`config.mk`:
```
export PLATFORM = sky130hd
export DESIGN_NAME = accumulator_n
export DESIGN_NICKNAME = d
export VERILOG_FILES = /design/src/rtl/accumulator_n.sv
export SDC_FILE = /design/constraint.sdc
export NUM_CORES = 1
export LEC_CHECK = 0
export CAP_MARGIN = 20
export CORE_UTILIZATION = 55
export CTS_BUF_LIST = sky130_fd_sc_hd__clkbuf_8
export DETAILED_ROUTE_END_ITERATION = 12
export DONT_BUFFER_PORTS = 1
export PLACE_DENSITY = 0.73
export SKIP_LAST_GASP = 1
export SYNTH_ARGS = -nofsm -noshare
export SYNTH_HDL_FRONTEND = slang
export SYNTH_SLANG_ARGS = --single-unit
```
`constraint.sdc`:
```
create_clock -name clk -period 5.2 [get_ports clk]
set_input_delay 0.52 -clock clk [delete_from_list [all_inputs] [get_ports clk]]
set_output_delay 0.52 -clock clk [all_outputs]
set_load 0.02 [all_outputs]
```
`src/rtl/accumulator_n.sv`:
```
// Windowed sample accumulator: sums COUNT_N valid samples, pulses acc_done,
// then restarts. Saturating or wrapping arithmetic with a sticky overflow flag.
module accumulator_n #(
  parameter int unsigned IN_W    = 8,
  parameter int unsigned OUT_W   = 12,
  parameter int unsigned COUNT_N = 9,
  parameter bit          SAT_EN  = 1'b1,
  localparam int unsigned CNT_W  = (COUNT_N > 1) ? $clog2(COUNT_N) : 1
) (
  input  logic             clk,
  input  logic             rst,
  input  logic             acc_vaild,
  input  logic             acc_clear,
  input  logic [IN_W-1:0]  acc_in,
  output logic [OUT_W-1:0] acc_out,
  output logic             acc_done,
  output logic [CNT_W-1:0] acc_cnt,
  output logic             acc_ovf
);

  localparam int unsigned     SUM_W    = OUT_W + 1;
  localparam logic [OUT_W-1:0] MAX_VAL  = '1;
  localparam logic [CNT_W-1:0] LAST_CNT = CNT_W'(COUNT_N - 1);

  logic [SUM_W-1:0] sum_ext;
  logic [OUT_W-1:0] out_nxt;
  logic [CNT_W-1:0] cnt_nxt;
  logic             done_nxt;
  logic             ovf_nxt;

  // Next-state: clear beats valid; idle cycles hold everything but acc_done
  always_comb begin
    sum_ext  = {1'b0, acc_out} + SUM_W'(acc_in);
    out_nxt  = acc_out;
    cnt_nxt  = acc_cnt;
    ovf_nxt  = acc_ovf;
    done_nxt = 1'b0;
    if (acc_clear) begin
      out_nxt = '0;
      cnt_nxt = '0;
      ovf_nxt = 1'b0;
    end else if (acc_vaild) begin
      if (acc_cnt == '0) begin
        out_nxt = OUT_W'(acc_in);
        ovf_nxt = 1'b0;
      end else if (sum_ext[OUT_W]) begin
        out_nxt = SAT_EN ? MAX_VAL : sum_ext[OUT_W-1:0];
        ovf_nxt = 1'b1;
      end else begin
        out_nxt = sum_ext[OUT_W-1:0];
      end
      if (acc_cnt == LAST_CNT) begin
        cnt_nxt  = '0;
        done_nxt = 1'b1;
      end else begin
        cnt_nxt = acc_cnt + CNT_W'(1);
      end
    end
  end

  always_ff @(posedge clk or posedge rst) begin
    if (rst) begin
      acc_out  <= '0;
      acc_cnt  <= '0;
      acc_done <= 1'b0;
      acc_ovf  <= 1'b0;
    end else begin
      acc_out  <= out_nxt;
      acc_cnt  <= cnt_nxt;
      acc_done <= done_nxt;
      acc_ovf  <= ovf_nxt;
    end
  end

endmodule

```
==> impl_metrics.csv <==
group,metric,value,unit
timing,rsz0062_at_grt,"false",
timing,max_freq,0.389,GHz
detailed_routing,dr.pass1.iters,4,
finish,fillers,215,
timing,drv_slew,0,
yosys,ys_seq_elements,18,
finish,area_growth,4.84,%
timing,fin_setup_tns,0,ns
cts,path_clk_slew,0.07,ns
global_route,grtUsageTotal,0.282,
detailed_routing,wire_per_inst,18.6,um
detailed_routing,drt_iter0_drc,33,
yosys,yosys.cell_types.count,40,
power,total_power,0.359,mW
yosys,syn_nets,171,
global_route,grt_pass1_vias,1173,
yosys,yosysSeqAreaShare,0.342,
timing,fin_crit_sh,0.494,
setup_path,critical_path.max_fanout,11,
finish,layout-drive-gt1-share,0.0680,
floorplan,initial_utilization,0.590,
detailed_routing,routed_wl,3250,um
detailed_routing,viasPerCell,6.50,
timing,setup_viol,0,
finish,multiInputGateArea,833,sq um
global_route,grt_max_degree,25,
detailed_routing,antenna_left,0,
placement,dp_hpwl,2350,um
yosys,syn_inst,148,
setup_path,cp.required,5.35,ns
floorplan,fp.dieW,51.0,um
cts,cts_tree,"built",
yosys,synth_area_per_cell,8.91,sq um
global_route,grt-ovfl-total,0,
floorplan,dieArea,0.00260,sq mm
timing,finalClockSkew,0.00170,ns
setup_path,worst_setup_path_start_kind,"register",
cts,cts_buffers,3,
setup_path,worst_ep_arrival_time,2.71,ns
yosys,synthFlopType,"dfrtp_1",
timing,slew_headroom,0.475,
global_route,grt_antenna_before_repair,0,
cts,worstSkewPairLatency,0.25,ns
floorplan,rows,17,
global_route,grt_pass1_wl,5390,um
cts,cts_hold_buf,0,
yosys,synth_edf_count,0,
cts,htree_levels,1,
finish,final_cells,175,
run,maxCapViolations,0,
yosys,async_reset_ff_frac,1.00,
finish,layout_commonest_cell,"dfrtp_1",
cts,clockBufferDepth,2,
hold_path,min-delay-path-class,"primary input to async pin",
floorplan,core_area,0.00223,sq mm
cts,root_buffer,"clkbuf_8",
cts,ctsResizeCount,0,
setup_path,rrSetupSlack,2.63,ns
finish,final-seq-area,450,sq um
timing,post-route-min-period,2.57,ns
placement,portBuffers,0,
detailed_routing,drc,0,
power,p_leak,0.597,nW
timing,tightestPinTransition,0.785,ns
finish,num_antenna_cells,0,
finish,mostFrequentLayoutCells,"18 x dfrtp_1, 14 x a21oi_1, 12 x o21ai_0",
floorplan,die_y,51.0,um
floorplan,io_pins,30,
power,ir_drop,0.141,mV
run_status,status,"finished, final reports clean",
setup_path,endpoint_kind,"register",
setup_path,crit_type,"register to register",
detailed_routing,vias,1137,
timing,finalHoldViolations,0,
finish,nets,172,
power,power_density,260,mW/mm^2
yosys,syn_area,0.00132,sq mm
cts,clock-sinks,18,
placement,gp_congestion,0.845,
placement,dp.cells,172,
cts,post_cts_buffers,0,
yosys,yosysWarnings,0,
-- cells in the mapped netlist (2+ instances only) --
cell      number  share of area
dfrtp_1       18           0.34
a21oi_1       14          0.053
o21ai_0       12          0.046
nand2_1       11          0.031
ha_1          10          0.095
nor2_1        10          0.028
o21ai_1        9          0.034
nor2b_1        7          0.033
clkbuf_1       4          0.011
inv_1          4          0.011
nor3_1         4          0.015
nor3b_1        4          0.023
a211oi_2       3          0.028
a21o_1         3          0.017
a31oi_1        3          0.014
nand3_1        3          0.011
xnor2_1        3          0.020
a211o_1        2          0.013
a31o_1         2          0.013
mux2i_1        2          0.015
-- registers in the layout, indices dropped and copies added (netlist names) --
signal,count
acc_out,12
acc_cnt,4
acc_done,1
acc_ovf,1
-- worst max-delay path, cell delays in order, from the launching register on --
cell,delay (ns)
dfrtp_1,0.47
ha_1,0.25
fa_1,0.40
a21o_1,0.23
a221oi_4,0.32
a211oi_2,0.25
a2111o_1,0.41
o211a_1,0.13
-- report_power, final --
group	switching (mW)	internal, mW
Combinational	0.0532	0.0404
Clock	0.0475	0.0515
Sequential	0.0190	0.148
-- final cells by class --
| cell class | instances | share of cell area |
|---|---|---|
| inverters | 4 | 0.0109 |
| multi-input cells | 121 | 0.603 |
| repair buffers | 1 | 0.00543 |
| flip-flops and latches | 18 | 0.326 |
| clock buffers | 3 | 0.0299 |
| well taps | 28 | 0.0253 |
-- cells by family (layout without fill, tap and decap cells) --
| kind of cell | after synthesis | count (layout) | synth area share |
|---|---|---|---|
| AOI/OAI and AO/OA | 58 | 58 | 0.297 |
| and+or+nand+nor | 45 | 45 | 0.175 |
| DFF | 18 | 18 | 0.342 |
| adders and majority gates | 11 | 11 | 0.110 |
| buffers and inverters | 9 | 8 | 0.0266 |
| xor gates and xnor gates | 4 | 4 | 0.0266 |
| muxes | 3 | 3 | 0.0237 |
-- metrics by stage --
step	util	hold WS [ns]	worst slack, ns	cell area [sq um]
global route	0.619	0.306	2.51	1380
global placement	0.601	0.557	2.70	1340
detailed placement	0.601	0.579	2.61	1340
finish	0.619	0.281	2.63	1380
floorplan	-	0.459	2.89	1320
CTS	0.619	0.304	2.63	1380
-- metal layers --
| layer | vias to the layer above | wire (um) | GRT usage |
|---|---|---|---|
| li1 | 546 | - | - |
| met1 | 543 | 1390 | 0.336 |
| met2 | 39 | 1610 | 0.493 |
| met3 | 9 | 192 | 0.0595 |
| met4 | 0 | 58 | 0.102 |
| met5 | - | 0 | 0 |
-- final timing paths --
| kind | to | from | depth (start not counted) |
|---|---|---|---|
| max in group asynchronous | acc_out[8] | rst | 1 |
| hold reg to reg | acc_out[0] | acc_out[0] | 2 |
| min in group clk | acc_out[8] | acc_clear | 1 |
| setup reg to reg | acc_out[11] | acc_out[0] | 7 |
| hold / removal | acc_out[1] | rst | 1 |
| setup / recovery | acc_out[11] | acc_out[0] | 7 |
Note: power is estimated with default switching activity, not from simulation.
